### src/rtl/dmem_arb_pkg.sv
// Shared definitions for the data-memory arbiter: FSM encoding, latched
// request record and the default timeout.
package dmem_arb_pkg;

    // Default number of memory wait cycles before an access is abandoned.
    localparam int unsigned TimeoutDefault = 15;

    // Wait counter width; covers the full 1..255 timeout range.
    localparam int unsigned WaitCntW = 8;

    typedef enum logic [1:0] {
        StIdle   = 2'd0,
        StAccess = 2'd1,
        StResp   = 2'd2
    } arb_state_e;

    // Request fields captured at grant and replayed to memory.
    typedef struct packed {
        logic [31:0] addr;
        logic [31:0] din;
        logic [3:0]  be;
        logic        wren;
    } dmem_req_t;

endpackage

### src/rtl/arb_rr2.sv
// Two-input round-robin grant. The pointer remembers the last winner so a
// tie goes to the other master; after reset m0 wins the first tie.
module arb_rr2 (
    input  logic       clk,
    input  logic       rst,
    input  logic [1:0] req,
    input  logic       grant_en,
    output logic [1:0] gnt
);

    // Index of the master granted most recently.
    logic last_q;
    logic last_d;

    // Grant decode: a lone requester wins, a tie goes to the non-last master.
    always_comb begin
        gnt = 2'b00;
        unique case (req)
            2'b01:   gnt = 2'b01;
            2'b10:   gnt = 2'b10;
            2'b11:   gnt = last_q ? 2'b01 : 2'b10;
            default: gnt = 2'b00;
        endcase
    end

    // Pointer moves only when a grant is actually taken.
    always_comb begin
        last_d = last_q;
        if (grant_en && (gnt != 2'b00)) begin
            last_d = gnt[1];
        end
    end

    // Pointer register; reset value makes m0 win the first tie.
    always_ff @(posedge clk or posedge rst) begin
        if (rst) begin
            last_q <= 1'b1;
        end else begin
            last_q <= last_d;
        end
    end

endmodule

### src/rtl/dmem_arbiter.sv
// Shares one data-memory port between the core (m0) and the loader/debug
// master (m1). One access at a time: IDLE -> ACCESS -> RESP -> IDLE.
module dmem_arbiter
    import dmem_arb_pkg::*;
#(
    parameter int unsigned TIMEOUT = TimeoutDefault
) (
    input  logic        clk,
    input  logic        rst,

    input  logic        m0_req,
    input  logic [31:0] m0_addr,
    input  logic [31:0] m0_din,
    input  logic [3:0]  m0_be,
    input  logic        m0_wren,
    output logic        m0_ack,
    output logic [31:0] m0_dout,

    input  logic        m1_req,
    input  logic [31:0] m1_addr,
    input  logic [31:0] m1_din,
    input  logic [3:0]  m1_be,
    input  logic        m1_wren,
    output logic        m1_ack,
    output logic [31:0] m1_dout,

    output logic        err,

    output logic [31:0] dmem_addr,
    output logic [31:0] dmem_din,
    output logic [3:0]  dmem_be,
    output logic        dmem_wren,
    output logic        dmem_en,
    input  logic [31:0] dmem_dout,
    input  logic        dmem_ready
);

    localparam logic [WaitCntW-1:0] TimeoutCnt = WaitCntW'(TIMEOUT);

    arb_state_e          state_q;
    arb_state_e          state_d;
    dmem_req_t           req_q;
    dmem_req_t           win_req;
    logic                owner_q;
    logic [WaitCntW-1:0] wait_q;
    logic [WaitCntW-1:0] wait_inc;
    logic                err_q;
    logic [31:0]         m0_dout_q;
    logic [31:0]         m1_dout_q;
    logic [1:0]          gnt;
    logic                idle;
    logic                grant;
    logic                in_access;
    logic                timeout;
    logic                access_done;
    logic [31:0]         rdata;

    assign idle      = (state_q == StIdle);
    assign in_access = (state_q == StAccess);
    assign grant     = idle && (gnt != 2'b00);
    assign wait_inc  = wait_q + WaitCntW'(1);

    // The wait that would reach the limit ends the access with an error.
    assign timeout     = in_access && !dmem_ready && (wait_inc == TimeoutCnt);
    assign access_done = in_access && (dmem_ready || timeout);
    assign rdata       = dmem_ready ? dmem_dout : 32'h0;

    arb_rr2 u_arb (
        .clk      (clk),
        .rst      (rst),
        .req      ({m1_req, m0_req}),
        .grant_en (idle),
        .gnt      (gnt)
    );

    // Select the winning master's request fields for latching.
    always_comb begin
        if (gnt[1]) begin
            win_req.addr = m1_addr;
            win_req.din  = m1_din;
            win_req.be   = m1_be;
            win_req.wren = m1_wren;
        end else begin
            win_req.addr = m0_addr;
            win_req.din  = m0_din;
            win_req.be   = m0_be;
            win_req.wren = m0_wren;
        end
    end

    // State register.
    always_ff @(posedge clk or posedge rst) begin
        if (rst) begin
            state_q <= StIdle;
        end else begin
            state_q <= state_d;
        end
    end

    // Next-state logic.
    always_comb begin
        state_d = state_q;
        unique case (state_q)
            StIdle: begin
                if (grant) begin
                    state_d = StAccess;
                end
            end
            StAccess: begin
                if (access_done) begin
                    state_d = StResp;
                end
            end
            StResp:  state_d = StIdle;
            default: state_d = StIdle;
        endcase
    end

    // Outputs: memory strobes only in ACCESS, ack/err only in RESP.
    always_comb begin
        dmem_en   = in_access;
        dmem_wren = in_access && req_q.wren;
        dmem_addr = req_q.addr;
        dmem_din  = req_q.din;
        dmem_be   = req_q.be;
        m0_ack    = (state_q == StResp) && !owner_q;
        m1_ack    = (state_q == StResp) && owner_q;
        err       = (state_q == StResp) && err_q;
        m0_dout   = m0_dout_q;
        m1_dout   = m1_dout_q;
    end

    // Capture the winner's request and identity at grant only.
    always_ff @(posedge clk or posedge rst) begin
        if (rst) begin
            req_q   <= '0;
            owner_q <= 1'b0;
        end else if (grant) begin
            req_q   <= win_req;
            owner_q <= gnt[1];
        end
    end

    // Wait counter: counts not-ready ACCESS cycles, cleared when the access ends.
    always_ff @(posedge clk or posedge rst) begin
        if (rst) begin
            wait_q <= '0;
        end else if (access_done) begin
            wait_q <= '0;
        end else if (in_access) begin
            wait_q <= wait_inc;
        end
    end

    // Response: error flag and per-master read data, updated as the access ends.
    always_ff @(posedge clk or posedge rst) begin
        if (rst) begin
            err_q     <= 1'b0;
            m0_dout_q <= 32'h0;
            m1_dout_q <= 32'h0;
        end else if (access_done) begin
            err_q <= timeout;
            // Writes leave the owner's read data untouched.
            if (!req_q.wren) begin
                if (owner_q) begin
                    m1_dout_q <= rdata;
                end else begin
                    m0_dout_q <= rdata;
                end
            end
        end
    end

endmodule

### config.mk
export PLATFORM = sky130hd
export DESIGN_NAME = dmem_arbiter
export DESIGN_NICKNAME = d
export VERILOG_FILES = /design/src/rtl/dmem_arb_pkg.sv /design/src/rtl/arb_rr2.sv /design/src/rtl/dmem_arbiter.sv
export SDC_FILE = /design/constraint.sdc
export NUM_CORES = 1
export LEC_CHECK = 0
export ABC_AREA = 1
export CORE_MARGIN = 4
export CORE_UTILIZATION = 39
export DETAILED_ROUTE_END_ITERATION = 16
export HOLD_SLACK_MARGIN = 0.12
export PLACE_DENSITY_LB_ADDON = 0.2
export SYNTH_ARGS = -nofsm -noshare
export SYNTH_HDL_FRONTEND = slang
export SYNTH_HIERARCHICAL = 1
export SYNTH_SLANG_ARGS = --single-unit
### constraint.sdc
create_clock -name clk -period 5.39 [get_ports clk]
set_clock_uncertainty 0.05 [all_clocks]
set_input_delay 1.3475 -clock clk [delete_from_list [all_inputs] [get_ports clk]]
set_output_delay 1.3475 -clock clk [all_outputs]
set_load 0.02 [all_outputs]
==> run summary <==
run status: finished, final reports clean
DR vias/cell: 4.82
I/O Buffers: 311
post-route ant nets: 0
fraction of the yosys area taken by sequential cells: 50.5%
die area: 20,800 µm²
pin count of the biggest net entering global routing: 96
Clk Latency, worst-skew pair: 0.42 ns
clock-pin slew on the worst setup and hold paths: 0.06 ns
number of global-route vias before repair: 6,320
most used cells in the layout excluding fill and tap cells: 333 x sky130_fd_sc_hd__nand2_1, 311 x sky130_fd_sc_hd__clkdlybuf4s50_1, 145 x sky130_fd_sc_hd__dfrtp_1, 80 x sky130_fd_sc_hd__nor2_1, 69 x sky130_fd_sc_hd__a31oi_1
start of the worst register-to-register path: state_q[1]
GR Overflow Total: 0
highest metal layer with signal wires: met4
Core Region: 18,100 µm²
worst setup path endpoint: dmem_en
data arrival time of the worst path: 2.30 ns
most common library cell in the layout ignoring fill and taps: sky130_fd_sc_hd__nand2_1
number of design rule violations left after detail routing: 0
number of placed I/O pins: 312
total clock sinks: 146
fill count: 1,634
Yosys warning count: 6
detailed-routing iteration count for the pre-antenna-repair pass: 5
leakage: 0.00493 µW
Vias: 6,548
Post-Synthesis Cells: 906
post-cts gate resize count: 0
Max Clock Freq: 270 MHz
global routing usage summed across all routing layers: 21.0%
H-tree depth reported by CTS: 4
maxcap violations: 0
buffers from clock root to sink, at most: 2
Initial DRC Count: 456
area of the mapped netlist: 7240 µm²
weighted congestion reported at the end of routability-driven placement: 0.807
mean cell area of the mapped netlist: 7.99 µm²
total of flip-flops plus latches after synthesis: 146
required time of the critical path: 3.99 ns
FF-to-FF setup slack: 2.42 ns
hold-fix buffers at CTS: 0
worst-path fanout max: 74
worst-case reg-to-reg path depth: 9
pins over their slew limit: 0
final-stage net count: 1,294
antenna diode count: 0
proportion of layout cells with a drive suffix above 1: 5.04%
Period Utilization, post-route: 68.6%
height of the chip: 144 µm
width of the die: 144 µm
final hold violation count: 0
length of routed met3 wiring: 2290 µm
startpoint type of the worst setup path: flip-flop
average wire per standard cell: 16.5 µm
RSZ-0062 raised after global routing: no
power density over the cells: 563 nW/µm²
count of endpoints failing setup in the final report: 0
headroom to the max-slew limit: 41.4%
DRT Wirelength: 22,400 µm
number of distinct library cells after synthesis: 25
type of destination of the critical path: output port
capture point of the worst reg-to-reg path: m0_dout[18]
minimum clock period: 3.70 ns
Cell Rows: 49
largest voltage drop on the vdd net: 281 µV
share of the core filled with cells in the final layout: 58.4%
CTS tree: yes
root buffer cell: sky130_fd_sc_hd__clkbuf_16
sum of routed wire segments on met1: 8960 µm
first-pass GRT wire length: 33,900 µm
post-CTS repair timing setup buffer count: 0
signed area change from the synthesized netlist to the final layout: 46.0%
met2 wire len: 10,800 µm
initial core utilization: 40.0%
initial antenna violation count: 0
worst min-delay path category: flip-flop to flip-flop
origin of the worst setup path: state_q[1]
transition time at the pin with the least slew margin: 0.879 ns
final-layout setup total negative slack: 0 ns
net count of the mapped netlist: 1,083
Crit Path Class: flip-flop to output port
number of buffers created by CTS: 17
Detailed Place HPWL: 15,500 µm
==> Yosys cell counts <==
cell type                  count  area share (%)
sky130_fd_sc_hd__nand3_1       7            0.48
sky130_fd_sc_hd__o22ai_1       4            0.35
sky130_fd_sc_hd__o21ai_1       1           0.069
sky130_fd_sc_hd__nand3_2       3            0.42
sky130_fd_sc_hd__inv_1        51             2.6
sky130_fd_sc_hd__dfrtp_1     145              50
sky130_fd_sc_hd__nand4_1      66             5.7
sky130_fd_sc_hd__buf_2        15             1.0
sky130_fd_sc_hd__a21oi_1       1           0.069
sky130_fd_sc_hd__buf_6         5            0.78
sky130_fd_sc_hd__dfstp_2       1            0.36
sky130_fd_sc_hd__ha_1          2            0.35
sky130_fd_sc_hd__nor2_2        1           0.087
sky130_fd_sc_hd__nor2_1       83             4.3
sky130_fd_sc_hd__a21boi_0      1            0.10
sky130_fd_sc_hd__a21boi_1      1            0.10
sky130_fd_sc_hd__buf_4        68             7.1
sky130_fd_sc_hd__nand2_4       1            0.16
sky130_fd_sc_hd__o21ai_0       3            0.21
sky130_fd_sc_hd__inv_2         3            0.16
sky130_fd_sc_hd__clkinv_1      1           0.052
sky130_fd_sc_hd__nand2_1     333              17
sky130_fd_sc_hd__clkbuf_1     39             2.0
sky130_fd_sc_hd__a31oi_1      69             6.0
sky130_fd_sc_hd__buf_1         2            0.10
==> metrics by stage <==
| step | power [µW] | hold WS [ns] | instances | cell area (µm²) | worst slack, ns |
|---|---|---|---|---|---|
| 3_3_place_gp | 4710 | 0.402 | 1327 | 9950 | 1.55 |
| 6_report | 5950 | 0.418 | 1359 | 10600 | 1.69 |
| 2_1_floorplan | 3710 | 0.392 | 906 | 7240 | 0.0979 |
| 4_1_cts | 6010 | 0.423 | 1359 | 10600 | 1.64 |
| 3_5_place_dp | 4740 | 0.408 | 1327 | 9950 | 1.50 |
| 5_1_grt | 6330 | 0.438 | 1359 | 10600 | 1.53 |
==> worst min-delay path by stage <==
stage,start,end,slack (ns),depth (start not counted)
after floorplan,err_q,err_q,0.39,2
after global placement,m1_dout[12],m1_dout[12],0.40,2
after detailed placement,m0_dout[17],m0_dout[17],0.41,2
after CTS,m0_dout[10],m0_dout[10],0.42,2
after global routing,m0_dout[19],m0_dout[19],0.44,2
final,m1_dout[31],m1_dout[31],0.42,2
==> where the power goes <==
| group | total (µW) | internal (µW) | switching [µW] | leakage (µW) |
|---|---|---|---|---|
| logic | 2830 | 1220 | 1610 | 0.00285 |
| clock network | 1240 | 748 | 494 | 0.000295 |
| registers | 1870 | 1590 | 284 | 0.00179 |
==> critical path, stage by stage, from the launching register on <==
cell,delay [ns]
sky130_fd_sc_hd__dfrtp_1,0.43
sky130_fd_sc_hd__nor2_4,0.12
sky130_fd_sc_hd__buf_4,0.59
sky130_fd_sc_hd__clkdlybuf4s50_1,0.74
==> layout make-up <==
type | instances | area [µm²] | area share, %
timing repair buffer | 321 | 3190 | 30.2
multi-input combinational | 576 | 2600 | 24.6
clock inverter | 14 | 178 | 1.68
clock buffer | 18 | 439 | 4.16
inverter | 55 | 214 | 2.03
tap | 229 | 287 | 2.71
sequential | 146 | 3650 | 34.6
==> sequential cells by signal, summed over array words and instances, names as in the netlist <==
name          count
wait_q            8
dmem_din         32
m0_dout          32
u_arb/last_q      1
m1_dout          32
req_q             1
dmem_addr        32
dmem_be           4
err_q             1
owner_q           1
state_q           2
==> cell families after synthesis <==
| logic type | after synthesis | synth area share, % |
|---|---|---|
| AND/OR/NAND/NOR | 494 | 28.4 |
| buffers and inverters | 184 | 13.9 |
| flip-flops | 146 | 50.5 |
| AO/OA/AOI/OAI | 80 | 6.86 |
| adder cells (fa/ha/maj) | 2 | 0.346 |
==> per-layer routing <==
| metal | up-vias | track usage (%) |
|---|---|---|
| met5 | - | 0 |
| met4 | 0 | 5.45 |
| met3 | 20 | 9.36 |
| met2 | 257 | 34.5 |
| met1 | 2988 | 25.3 |
| li1 | 3283 | - |
No activity file was read; power rests on OpenSTA's default activity.
==> RTL change 1 (config.mk and constraints unchanged) <==
`WaitCntW`: 8 -> 9.
--- a/src/rtl/dmem_arb_pkg.sv
+++ b/src/rtl/dmem_arb_pkg.sv
@@ -8,3 +8,3 @@
     // Wait counter width; covers the full 1..255 timeout range.
-    localparam int unsigned WaitCntW = 8;
+    localparam int unsigned WaitCntW = 9;
 
Formal check against the unedited RTL: no difference found for any inputs over 4 cycles, from zero or initial values and one cycle with rst high; that may be too few to reach the edited logic, so the function may still have changed.
==> RTL change 1 against the original RTL <==
Wire length fell by 1.5%. Synthesized cell count rose by 9.1%. Clock power rose by 9%. Sequential cell count rose by 1. Sequential share of layout area fell by 1.3 points. Critical endpoint is now m1_dout[22]. Synthesized area rose by 5.3%. Via count rose by 3.6%. Register-to-register slack got worse by 170 ps. Cell area rose by 4.6%. Total power rose by 1.7%. Setup slack got worse by 98 ps.
==> RTL change 1: results (changes against the original RTL) <==
[global_route]
grt_usage = 0.200  ; -0.00960
first_global_vias = 6626  ; +4.8%
grt_max_degree = 140  ; +46%
grt_pass1_wl_microns = 35000  ; +3.3%
antenna_found_initial = 0  ; unchanged

[worst_hold_path]
min_delay_worst_endpoint = m1_dout[10]
min_from = m1_dout[10]
hold_path.class = reg -> reg
holdPathStages = 2  ; unchanged

[clock_network]
clk_transition_reported_paths_ps = 70
cts_buffers = 17  ; unchanged
clk_path_buf_depth = 2  ; unchanged
cts_setup_buffers = 0  ; unchanged
cts_resized = 0  ; unchanged
clock_latency_ps = 420  ; about the same
cts_root_buf = clkbuf_16
cts_max_level = 4  ; unchanged

[critical_path]
slowest_stage = nand3_2
rrSetupSlack_ps = 2250  ; -170 ps
critical_path.max_stage_delay_ps = 740  ; about the same
crit-reg2reg-launch = wait_q[1]
crit_path_start = dmem_ready
rr_endpoint = m1_dout[22]
crit_path_max_fanout = 67  ; -9.5%
cp.arrival_ps = 4050  ; +1750 ps
r2r_cells = 12  ; +3
start_kind = primary input
path_delay_family = simple AND/OR/NAND/NOR gates

[power]
power.leakage_uw = 0.00537  ; +8.9%
intPower_uw = 3650  ; +2.7%
irDropWorstVdd_mv = 0.244  ; -13%

[synth]
synth_nets = 1165  ; +7.6%
synth-main-ff-cell = dfrtp_1
synth_edf_count = 0  ; unchanged
ys_top_cells_by_count = nand2_1 (331), dfrtp_1 (146), o21ai_0 (145)
yosys-top-cells-area = dfrtp_1 (48%), nand2_1 (16%), o21ai_0 (9.5%), buf_4 (6.7%), inv_1 (6.0%)
ys_warn_count = 6  ; unchanged
synth_cell_types = 30  ; +20%
ys_seq_area_frac = 0.483  ; -0.0222
synthCells = 988  ; +9.1%
ys_async_sr_fraction = 1.00  ; unchanged

[detailed_routing]
drtPass1Iterations = 5  ; unchanged
vias_per_cell = 4.62  ; -4.2%
drtIter0Drc = 362  ; -21%
wl_per_cell_microns = 15.0  ; -9.0%

[place]
hpwl_microns = 15800  ; +2.0%
pre_cts_slack_ps = 1130  ; -379 ps
io_buffers = 311  ; unchanged
gp_congestion = 0.842  ; +4.3%
dp.cells = 1438  ; +8.4%

[cells_and_area]
drive_above_1_share = 0.0521  ; +0.00162
stdcell_count = 1470  ; +8.2%
nFillCells = 1736  ; +6.2%
syn_to_final_growth_pct = 45.0
antennaDiodeCount = 0  ; unchanged

[timing]
tightest_slew_ps = 1160  ; +279 ps

[run_status]
status = finished, final reports clean

-- RTL change 1: final cells by class --
cell class              instances  area (sq um)  share of cell area
clock buffers                  19           453              0.0410
inverters                     123           467              0.0422
clock inverters                13           220              0.0199
multi-input cells             589          2700               0.245
repair buffers                319          3200               0.290
well taps                     260           325              0.0294
flip-flops and latches        147          3680               0.333
-- RTL change 1: worst max path at each step --
stage	end	slack, ps	depth (start not counted)
after floorplan	dmem_addr[0]	70	1
after detailed placement	m1_dout[4]	1130	9
final	m1_dout[22]	1590	9
after global placement	m1_dout[4]	1200	9
after CTS	m1_dout[22]	1590	9
after global routing	m1_dout[22]	1340	9
-- RTL change 1: per-layer routing --
layer / GRT usage / up-vias / routed length (microns)
met2: 0.341 / 209 / 11200
met4: 0.0760 / 0 / 513
met5: 0 / - / 0
met1: 0.242 / 3084 / 8900
li1: - / 3463 / -
met3: 0.0561 / 30 / 1440
-- RTL change 1: cells by family after synthesis --
group / share of synthesized area
simple gates: 0.246
buf+inv: 0.166
compound gates: 0.102
flops: 0.483
fa+ha+maj: 0.00328
-- RTL change 1: metrics by stage --
| stage | hold WS [ps] | cell area (sq um) | total power [uW] |
|---|---|---|---|
| 6_report | 418 | 11000 | 6050 |
| 4_1_cts | 424 | 11000 | 6130 |
| 3_5_place_dp | 407 | 10400 | 4750 |
| 5_1_grt | 448 | 11000 | 6430 |
| 2_1_floorplan | 392 | 7620 | 3670 |
| 3_3_place_gp | 404 | 10400 | 4710 |
-- RTL change 1: power groups by stage --
stage	Combinational, uW	Sequential (uW)	Clock [uW]
finish	2810	1890	1350
global route	3050	1950	1430
CTS	2860	1890	1380
detailed placement	2850	1900	0
global placement	2820	1890	0
floorplan	1590	2090	0
==> RTL change 2 (same settings) <==
Without the edit above. Encoding of `arb_state_e`: now one-hot (3 bits for 3 states).
--- a/src/rtl/dmem_arb_pkg.sv
+++ b/src/rtl/dmem_arb_pkg.sv
@@ -10,6 +10,6 @@
 
-    typedef enum logic [1:0] {
-        StIdle   = 2'd0,
-        StAccess = 2'd1,
-        StResp   = 2'd2
+    typedef enum logic [2:0] {
+        StIdle   = 3'b001,
+        StAccess = 3'b010,
+        StResp   = 3'b100
     } arb_state_e;
Function: same outputs for any inputs over 4 cycles, from zero or initial values and one cycle with rst high; so few cycles prove little.
==> RTL change 2 against the original RTL <==
Critical path type unchanged. Synthesized cell count increased by 0.66%. Synthesized area increased by 2.2%. Largest cell class unchanged. Sequential power decreased by 4%. Fmax decreased by 7.8%. Non-clock buffer count increased by 1. Sequential cell count increased by 1. Setup slack got worse by 310 ps. Global-route usage increased by 0.20 points. Total power decreased by 8.7%. Wire length increased by 1.2%. Cell area increased by 1.3%. Cell count increased by 0.81%.
==> RTL change 2: results (changes against the original RTL) <==
[clock_network]
cts_setup_buffers = 0  ; unchanged
cts_buffers = 17  ; unchanged
clk_path_buf_depth = 2  ; unchanged
cts_max_level = 4  ; unchanged
clock_latency_ps = 420  ; about the same
clk_transition_reported_paths_ps = 70
cts_root_buf = clkbuf_16
cts_resized = 0  ; unchanged

[power]
switchingPower_uw = 2180  ; -8.8%
irDropWorstVdd_mv = 0.232  ; -17%
power.leakage_uw = 0.00508  ; +3.0%

[detailed_routing]
vias = 6637  ; +1.4%
vias_per_cell = 4.84  ; +0.55%
drt_wl_total_microns = 22700  ; +1.2%
drtPass1Iterations = 5  ; unchanged
drtIter0Drc = 314  ; -31%

[synth]
synth-main-ff-cell = dfrtp_1
ys_seq_area_frac = 0.498  ; -0.00713
synth_xor_area_frac = 0  ; unchanged
ys_warn_count = 6  ; unchanged
synth-adder-area-share = 0.00339  ; -0.0000732
ys_async_sr_fraction = 1.00  ; unchanged
synth_cell_types = 27  ; +8.0%
synth_nets = 1089  ; +0.55%
yosys-top-cells-area = dfrtp_1 (49%), nand2_1 (14%), nor2_1 (7.6%), o31ai_1 (7.0%), buf_4 (6.9%)
synth-compound-area-share = 0.0801  ; +0.0114
ys_top_cells_by_count = nand2_1 (266), nor2_1 (149), dfrtp_1 (145)
syn_area_per_cell_sq_um = 8.11  ; +1.5%
synth.area.mux_share = 0  ; unchanged

[global_route]
grt_usage = 0.212  ; +0.00204
antenna_found_initial = 1  ; +1
grt_max_degree = 142  ; +48%
grt_pass1_wl_microns = 36000  ; +6.2%

[place]
dp.cells = 1338  ; +0.83%
io_buffers = 311  ; unchanged
gp_congestion = 0.835  ; +3.5%
hpwl_microns = 15900  ; +2.9%

[cells_and_area]
drive_above_1_share = 0.0546  ; +0.00413
antennaDiodeCount = 0  ; unchanged
nFillCells = 1743  ; +6.7%

[run_status]
status = finished, final reports clean

[critical_path]
crit_path_max_fanout = 50  ; -32%
cp.arrival_ps = 2610  ; +310 ps

[timing]
tightest_slew_ps = 1030  ; +154 ps

[worst_hold_path]
hold_path.class = reg -> reg

## RTL change 2: cell types whose count changed after synthesis, sizes merged
cell	unedited run	this run
a31oi	69	0
o31ai	0	69
nand2	334	267
nor2	84	151
nor3	0	2
o21ai	4	6
a21oi	1	2
clkbuf	39	40
dfstp	1	2
inv	54	53
nand3	10	11
o22ai	4	3
## RTL change 2: logic make-up (layout without fill, tap and decap cells)
kind of cell    Yosys count  count (layout)
compound gates           82              82
simple gates            497             497
fa+ha+maj                 2               2
flops                   147             147
buf+inv                 184             408
## RTL change 2: final timing paths
| kind | from | to | slack (ps) | depth (start not counted) |
|---|---|---|---|---|
| max | state_q[2] | dmem_wren | 1380 | 5 |
| min | m0_dout[1] | m0_dout[1] | 420 | 2 |
| max reg2reg | state_q[2] | m1_dout[24] | 2330 | 9 |
| min reg2reg | m0_dout[1] | m0_dout[1] | 420 | 2 |
| max in group asynchronous | rst | req_q[0] | 2900 | 3 |
| min in group asynchronous | rst | u_arb/last_q | 1290 | 2 |
## RTL change 2: power groups by stage
stage	Combinational [uW]	Sequential, uW	Clock, uW
floorplan	1570	1880	0
global placement	2470	1790	0
detailed placement	2490	1800	0
CTS	2490	1790	1210
global route	2670	1840	1250
finish	2460	1790	1180
## RTL change 2: through the flow
step | setup slack, ps | instance area [sq um]
6_report | 1380 | 10700
3_5_place_dp | 1360 | 10100
4_1_cts | 1360 | 10700
5_1_grt | 1240 | 10700
3_3_place_gp | 1470 | 10100
2_1_floorplan | 71.2 | 7390
## RTL change 2: final cells by class
| class | instances | area, sq um | share of cell area |
|---|---|---|---|
| Sequential cell | 147 | 3680 | 0.344 |
| Timing Repair Buffer | 322 | 3210 | 0.300 |
| Multi-Input combinational cell | 581 | 2740 | 0.256 |
| Clock buffer | 18 | 439 | 0.0410 |
| Tap cell | 234 | 293 | 0.0274 |
| Inverter | 54 | 208 | 0.0194 |
| Clock inverter | 14 | 140 | 0.0131 |
## RTL change 2: worst max-delay path, cell delays in order, from the launching register on
cell             delay (ps)
dfrtp_1                 420
nor3_4                  200
buf_4                   450
inv_1                   270
nor2_1                  190
clkdlybuf4s50_1         650
## RTL change 2: metal layers
metal  GRT usage  vias to the layer above  wire length (microns)
met5           0                        -                      0
met4      0.0722                        0                    491
met3      0.0844                       34                   1960
met2       0.368                      231                  11300
met1       0.237                     3064                   8890
li1            -                     3308                      -
